File: config.mk
export PLATFORM = sky130hd
export DESIGN_NAME = m_stage_mem_access
export DESIGN_NICKNAME = d
export VERILOG_FILES = /design/src/rtl/m_mem_pkg.sv /design/src/rtl/mem_lane_unit.sv /design/src/rtl/m_stage_mem_access.sv
export SDC_FILE = /design/constraint.sdc
export NUM_CORES = 1
export LEC_CHECK = 0
export CAP_MARGIN = 15
export CORE_MARGIN = 2
export CORE_UTILIZATION = 30
export CTS_BUF_LIST = sky130_fd_sc_hd__clkbuf_4 sky130_fd_sc_hd__clkbuf_8
export DETAILED_ROUTE_END_ITERATION = 16
export DONT_BUFFER_PORTS = 1
export GPL_TIMING_DRIVEN = 0
export PLACE_DENSITY = 0.46
export SLEW_MARGIN = 20
export SYNTH_ARGS = -nofsm -noshare
export SYNTH_HDL_FRONTEND = slang
export SYNTH_SLANG_ARGS = --single-unit
File: constraint.sdc
create_clock -name Clk -period 2.69 [get_ports Clk]
set_input_delay 0.4035 -clock Clk [delete_from_list [all_inputs] [get_ports Clk]]
set_output_delay 0.4035 -clock Clk [all_outputs]
set_load 0.005 [all_outputs]
File: src/rtl/m_mem_pkg.sv
// Shared definitions for the MEM stage: opcodes, FSM encoding and byte-enable patterns.
// Helpers classify an opcode as load or store.
package m_mem_pkg;

    localparam logic [5:0] OP_LB  = 6'h20;
    localparam logic [5:0] OP_LH  = 6'h21;
    localparam logic [5:0] OP_LW  = 6'h23;
    localparam logic [5:0] OP_LBU = 6'h24;
    localparam logic [5:0] OP_LHU = 6'h25;
    localparam logic [5:0] OP_SB  = 6'h28;
    localparam logic [5:0] OP_SH  = 6'h29;
    localparam logic [5:0] OP_SW  = 6'h2b;

    localparam logic [3:0] BE_NONE    = 4'h0;
    localparam logic [3:0] BE_BYTE0   = 4'h1;
    localparam logic [3:0] BE_LO_HALF = 4'h3;
    localparam logic [3:0] BE_HI_HALF = 4'hc;
    localparam logic [3:0] BE_ALL     = 4'hf;

    typedef enum logic [1:0] {
        ST_IDLE = 2'd0,
        ST_REQ  = 2'd1,
        ST_RESP = 2'd2,
        ST_DONE = 2'd3
    } mem_state_e;

    function automatic logic is_load_op(input logic [5:0] op);
        return (op == OP_LB) || (op == OP_LH) || (op == OP_LW) ||
               (op == OP_LBU) || (op == OP_LHU);
    endfunction

    function automatic logic is_store_op(input logic [5:0] op);
        return (op == OP_SB) || (op == OP_SH) || (op == OP_SW);
    endfunction

endpackage

File: src/rtl/mem_lane_unit.sv
// Byte-lane logic: store byte enables / replicated write data, misalignment detect,
// and load byte/half selection with sign or zero extension.
module mem_lane_unit
    import m_mem_pkg::*;
#(
    parameter int DATA_W = 32
) (
    input  logic [5:0]        op_i,
    input  logic [1:0]        off_i,
    input  logic [DATA_W-1:0] v2_i,
    input  logic [5:0]        ld_op_i,
    input  logic [1:0]        ld_off_i,
    input  logic [DATA_W-1:0] rdata_i,
    output logic              is_load_o,
    output logic              is_store_o,
    output logic              misalign_o,
    output logic [3:0]        be_o,
    output logic [DATA_W-1:0] wdata_o,
    output logic [DATA_W-1:0] ld_data_o
);

    logic [7:0]  ld_byte;
    logic [15:0] ld_half;

    always_comb begin
        is_load_o  = is_load_op(op_i);
        is_store_o = is_store_op(op_i);

        misalign_o = 1'b0;
        case (op_i)
            OP_LW, OP_SW:          misalign_o = |off_i;
            OP_LH, OP_LHU, OP_SH:  misalign_o = off_i[0];
            default:               misalign_o = 1'b0;
        endcase

        be_o    = BE_ALL;
        wdata_o = v2_i;
        case (op_i)
            OP_SB: begin
                be_o    = BE_BYTE0 << off_i;
                wdata_o = {4{v2_i[7:0]}};
            end
            OP_SH: begin
                be_o    = off_i[1] ? BE_HI_HALF : BE_LO_HALF;
                wdata_o = {2{v2_i[15:0]}};
            end
            default: begin
                be_o    = BE_ALL;
                wdata_o = v2_i;
            end
        endcase
    end

    // Little-endian lanes: byte k lives in bits [8k+7:8k].
    always_comb begin
        ld_byte = 8'h00;
        case (ld_off_i)
            2'd0:    ld_byte = rdata_i[7:0];
            2'd1:    ld_byte = rdata_i[15:8];
            2'd2:    ld_byte = rdata_i[23:16];
            default: ld_byte = rdata_i[31:24];
        endcase
        ld_half = ld_off_i[1] ? rdata_i[31:16] : rdata_i[15:0];

        ld_data_o = rdata_i;
        case (ld_op_i)
            OP_LB:   ld_data_o = {{24{ld_byte[7]}}, ld_byte};
            OP_LBU:  ld_data_o = {24'h0, ld_byte};
            OP_LH:   ld_data_o = {{16{ld_half[15]}}, ld_half};
            OP_LHU:  ld_data_o = {16'h0, ld_half};
            default: ld_data_o = rdata_i;
        endcase
    end

endmodule

File: src/rtl/m_stage_mem_access.sv
// MEM pipeline stage: runs one load/store per instruction against a handshaked,
// variable-latency data memory and stalls upstream while the access is in flight.
module m_stage_mem_access
    import m_mem_pkg::*;
#(
    parameter int ADDR_W = 32,
    parameter int DATA_W = 32
) (
    input  logic              Clk,
    input  logic              Rst_n,
    input  logic [31:0]       IR_in,
    input  logic [31:0]       PC_in,
    input  logic [31:0]       Y_in,
    input  logic [DATA_W-1:0] V2_in,
    output logic              Stall_out,
    output logic              Mem_req,
    output logic              Mem_we,
    output logic [ADDR_W-1:0] Mem_addr,
    output logic [3:0]        Mem_be,
    output logic [DATA_W-1:0] Mem_wdata,
    input  logic              Mem_ready,
    input  logic              Mem_rvalid,
    input  logic [DATA_W-1:0] Mem_rdata,
    output logic [DATA_W-1:0] RD_out,
    output logic              Exc_out,
    output logic [31:0]       Exc_pc,
    output logic [1:0]        State_dbg
);

    // Handshake: a request transfers on any cycle where Mem_req && Mem_ready; the request
    // fields are held stable until then. Read data is taken on Mem_rvalid only while the
    // request is being accepted (REQ) or awaited (RESP); rvalid elsewhere is ignored.

    mem_state_e        state_q, state_d;
    logic [ADDR_W-1:0] addr_q, addr_d;
    logic [3:0]        be_q, be_d;
    logic [DATA_W-1:0] wdata_q, wdata_d;
    logic              we_q, we_d;
    logic [5:0]        op_q, op_d;
    logic [1:0]        off_q, off_d;
    logic [DATA_W-1:0] rd_q, rd_d;

    logic              is_load, is_store, misalign;
    logic [3:0]        lane_be;
    logic [DATA_W-1:0] lane_wdata, ld_data;
    logic              mem_op_ok;
    logic              capture;
    logic              unused_ir;

    assign unused_ir = ^IR_in[25:0];

    mem_lane_unit #(.DATA_W(DATA_W)) u_lane (
        .op_i       (IR_in[31:26]),
        .off_i      (Y_in[1:0]),
        .v2_i       (V2_in),
        .ld_op_i    (op_q),
        .ld_off_i   (off_q),
        .rdata_i    (Mem_rdata),
        .is_load_o  (is_load),
        .is_store_o (is_store),
        .misalign_o (misalign),
        .be_o       (lane_be),
        .wdata_o    (lane_wdata),
        .ld_data_o  (ld_data)
    );

    assign mem_op_ok = (is_load | is_store) & ~misalign;

    always_ff @(posedge Clk or negedge Rst_n) begin
        if (!Rst_n) begin
            state_q <= ST_IDLE;
        end else begin
            state_q <= state_d;
        end
    end

    always_comb begin
        state_d = state_q;
        case (state_q)
            ST_IDLE: if (mem_op_ok) state_d = ST_REQ;
            ST_REQ: begin
                if (Mem_ready) begin
                    if (we_q || Mem_rvalid) state_d = ST_DONE;
                    else                    state_d = ST_RESP;
                end
            end
            ST_RESP: if (Mem_rvalid) state_d = ST_DONE;
            default: state_d = ST_IDLE;
        endcase
    end

    // Stall and exception are gated by reset so every output reads 0 while Rst_n is low.
    always_comb begin
        Mem_req   = (state_q == ST_REQ);
        Stall_out = Rst_n & (((state_q == ST_IDLE) & mem_op_ok) |
                             (state_q == ST_REQ) | (state_q == ST_RESP));
        Exc_out   = Rst_n & (is_load | is_store) & misalign;
        Exc_pc    = Exc_out ? PC_in : 32'h0;
        Mem_we    = we_q;
        Mem_addr  = addr_q;
        Mem_be    = be_q;
        Mem_wdata = wdata_q;
        RD_out    = rd_q;
        State_dbg = state_q;
    end

    always_comb begin
        addr_d  = addr_q;
        be_d    = be_q;
        wdata_d = wdata_q;
        we_d    = we_q;
        op_d    = op_q;
        off_d   = off_q;
        if ((state_q == ST_IDLE) && mem_op_ok) begin
            addr_d  = {Y_in[ADDR_W-1:2], 2'b00};
            be_d    = is_store ? lane_be : BE_ALL;
            wdata_d = is_store ? lane_wdata : '0;
            we_d    = is_store;
            op_d    = IR_in[31:26];
            off_d   = Y_in[1:0];
        end
        capture = ((state_q == ST_REQ) & Mem_ready & ~we_q & Mem_rvalid) |
                  ((state_q == ST_RESP) & Mem_rvalid);
        rd_d    = capture ? ld_data : rd_q;
    end

    always_ff @(posedge Clk or negedge Rst_n) begin
        if (!Rst_n) begin
            addr_q  <= '0;
            be_q    <= BE_NONE;
            wdata_q <= '0;
            we_q    <= 1'b0;
            op_q    <= 6'h0;
            off_q   <= 2'b00;
            rd_q    <= '0;
        end else begin
            addr_q  <= addr_d;
            be_q    <= be_d;
            wdata_q <= wdata_d;
            we_q    <= we_d;
            op_q    <= op_d;
            off_q   <= off_d;
            rd_q    <= rd_d;
        end
    end

endmodule

==> flow_summary.yaml <==
run_status:
  status: "finished with violations"
  violations: "negative hold slack"
yosys:
  synth_top_family_by_area: "multiplexers"
  yosys_warnings: 0
  synthSimpleGateAreaFrac_pct: 13.2
  synth_compound_area_share_pct: 16.9
  synthArstFlopShare_pct: 100
  synthAdderAreaFrac_pct: 0.837
  yosysUniqueCellTypes: 50
  yosys.area.top_type: "dfrtp_1"
  synthCells: 555
  synth_xor_area_share_pct: 0
  syn_avg_cell_area_um2: 10.8
  ys_seq_area_share_pct: 45.6
  synth.area.mux_share_pct: 18.5
  synth_area_um2: 5980
  yosys_most_used_dff: "dfrtp_1"
  synth_edf_count: 0
  yosys.area.top_type_share_pct: 45.6
  synth_seq_cells: 109
  synthTopCellsByArea: "dfrtp_1 (46%), mux2_4 (11%), mux2_2 (3.8%), o21ai_0 (3.7%), nand2_1 (3.6%)"
grt:
  gr-total-overflow: 0
  grt_max_degree: 117
  grt_use_met1_pct: 19.3
  gr-max-usage-layer: "met2"
  antenna_found_initial: 4
  use_met2_pct: 33.9
  grt_pass1_wl_um: 30600
  use_met3_pct: 9.59
  grt_pass1_vias: 4719
  grt_usage_pct: 19.2
setup_path:
  cp_slowest_stage_delay_ns: 0.46
  r2r_setup_slack_ns: 0.49
  worstSetupEndpointType: "primary output"
  slowest_stage: "dfrtp_1"
  required_ns: 2.29
  crit_type: "reg2out"
  r2r_start: "State_dbg[1]"
  reg2regPathDepth: 6
  cp.arrival_ns: 2.04
  cp_max_fo: 10
  crit_chain: "inv_1 > ha_1 > o211ai_1 > nor2_4 > buf_6 > o31a_1"
  start_kind: "flip-flop"
  reg2reg_to: "RD_out[2]"
floorplanning:
  rows: 51
  dieArea_um2: 21100
  initial_core_util_pct: 30.6
  io_pins: 302
  design.core.area_um2: 19500
  die_x_um: 145
  die_y_um: 145
pwr:
  max-vdd-ir-drop_mv: 0.290
  powerDensity_nw_per_um2: 915
  leakage_nw: 2.84
drt:
  wl_um: 20800
  first_iter_violations: 209
  first_pass_iters: 4
  via_per_inst: 5.51
  wire_per_inst_um: 24.7
  ant_nets: 0
  drc_errors: 0
  detailroute.via_count: 4634
clock_tree:
  numCtsBuffers: 9
  cts_tree: "done"
  clkSinkCount: 109
  clock-root-buffer: "clkbuf_8"
  clk_pin_slew_ns: 0.11
  clkLatencyLatePin_ns: 0.38
  cts_buffer_depth: 2
  cts.htree.levels: 3
sta:
  rsz0062_at_grt: "no"
  fmax_ghz: 0.410
  min_period_over_period_pct: 90.7
  timing.hold.ws_ns: -0.306
  setup_violations: 0
  tightest_slew_ns: 1.01
  setup_tns_ns: 0
  final.setup_skew_ns: 0.0142
  hold_violations: 109
  relSlewSlack_pct: 32.8
  min_period_ns: 2.44
  drv_slew: 0
cells_and_area:
  layout-drive-gt1-share_pct: 22.5
  syn_to_final_growth_pct: 8.87
  final_core_util_pct: 33.3
  fin_nets: 736
  fillCellCount: 2031
placed_design:
  hpwl_um: 15800
  numPortBuffers: 0
  gp_congestion: 0.856
worst_hold_path:
  worstHoldPathType: "in2async"
run:
  drv_cap: 0
-- registers in the layout (all words and copies together), names as in the netlist --
register,flops
Mem_wdata,32
Mem_we,1
State_dbg,2
off_q,2
RD_out,32
op_q,6
Mem_addr,30
Mem_be,4
-- area by class of cell --
class / instances / area, um2 / share of cell area (%)
repair buffers: 1 / 7.51 / 0.115
clock buffers: 11 / 139 / 2.13
well taps: 265 / 332 / 5.09
flip-flops and latches: 109 / 2730 / 41.9
multi-input cells: 388 / 2970 / 45.6
inverters: 10 / 37.5 / 0.577
clock inverters: 5 / 36.3 / 0.557
diodes: 3 / 7.51 / 0.115
plain buffers: 49 / 258 / 3.96
-- cell families after synthesis --
logic type	Yosys count
fa+ha+maj	4
mux	75
buf+inv	59
simple gates	164
compound gates	143
flops	109
other cells	1
-- layout by cell type, fill, tap and decap left out, types with 2 or more instances in the layout --
cell / count
mux4_2: 8
and3_1: 33
a21oi_1: 21
conb_1: 2
diode_2: 3
nand2_1: 58
buf_4: 4
o31ai_1: 8
o22ai_1: 8
clkbuf_8: 9
clkbuf_1: 25
a221oi_1: 8
mux2_2: 20
o21ai_0: 44
a22oi_1: 6
o41ai_1: 16
o21a_1: 3
buf_6: 6
ha_1: 4
nor2_1: 44
mux2_1: 2
clkbuf_4: 2
nand2b_1: 6
nor2b_1: 5
mux2_4: 45
nand3_1: 7
o22a_1: 2
o211ai_1: 7
a31o_2: 2
clkinvlp_4: 3
o211ai_2: 10
dfrtp_1: 109
buf_2: 14
inv_1: 10
-- per-layer routing --
| metal | part of all wire, % | up-vias | wire [um] |
|---|---|---|---|
| met3 | 12 | 30 | 2490 |
| met2 | 51 | 248 | 10500 |
| met1 | 35 | 2305 | 7230 |
| met5 | 0 | - | 0 |
| met4 | 2.7 | 0 | 563 |
| li1 | - | 2051 | - |
-- metrics by stage --
step,cells,hold WS [ns],cell area [um2],power (mW),setup slack (ns)
after CTS,838,-0.324,6500,6.04,0.192
final,841,-0.306,6510,5.96,0.251
after detailed placement,821,0.111,6310,5.04,0.253
after global routing,840,-0.345,6510,6.38,0.0828
after global placement,821,0.111,6310,4.98,0.284
after floorplan,556,0.108,5980,4.43,0.680
-- worst max-delay path by stage --
| stage | startpoint | endpoint |
|---|---|---|
| global placement | State_dbg[0] | Stall_out |
| floorplan | IR_in[27] | Exc_pc[0] |
| global route | State_dbg[1] | Stall_out |
| detailed placement | State_dbg[1] | Stall_out |
| CTS | State_dbg[1] | Stall_out |
| finish | State_dbg[1] | Stall_out |
-- synth_stat cells (2+ instances only) --
library cell	number
nor2b_1	5
buf_6	6
nand3_1	7
mux2_4	45
nor2_1	44
buf_4	3
mux2_1	2
and3_1	33
clkbuf_1	25
o22ai_1	8
o21a_1	3
mux2_2	20
nand2b_1	6
a31o_2	2
nand2_1	58
o21ai_0	44
buf_2	14
ha_1	4
a221oi_1	8
o41ai_1	16
o211ai_2	10
dfrtp_1	109
a22oi_1	6
o22a_1	2
o31ai_1	8
mux4_2	8
a21oi_1	21
inv_1	10
o211ai_1	7
-- worst max-delay path, delay by kind of cell (launching register included) --
family          cells  cell delay [ns]
simple gates        1             0.23
buf+inv             2             0.32
compound gates      2             0.44
flops               1             0.46
fa+ha+maj           1             0.20
-- power by group --
group | leakage, nW | internal, mW | switching [mW] | total, mW
sequential | 1.36 | 2.23 | 0.521 | 2.75
combinational | 1.39 | 1.12 | 1.12 | 2.24
clock | 0.0828 | 0.361 | 0.608 | 0.969
-- what timing repair did --
action,CTS,global route
gates resized for setup,1,0
endpoints found under the setup margin,1,0
setup buffers,1,0
hold endpoints to repair,109,109
No activity file was read; power rests on OpenSTA's default activity.
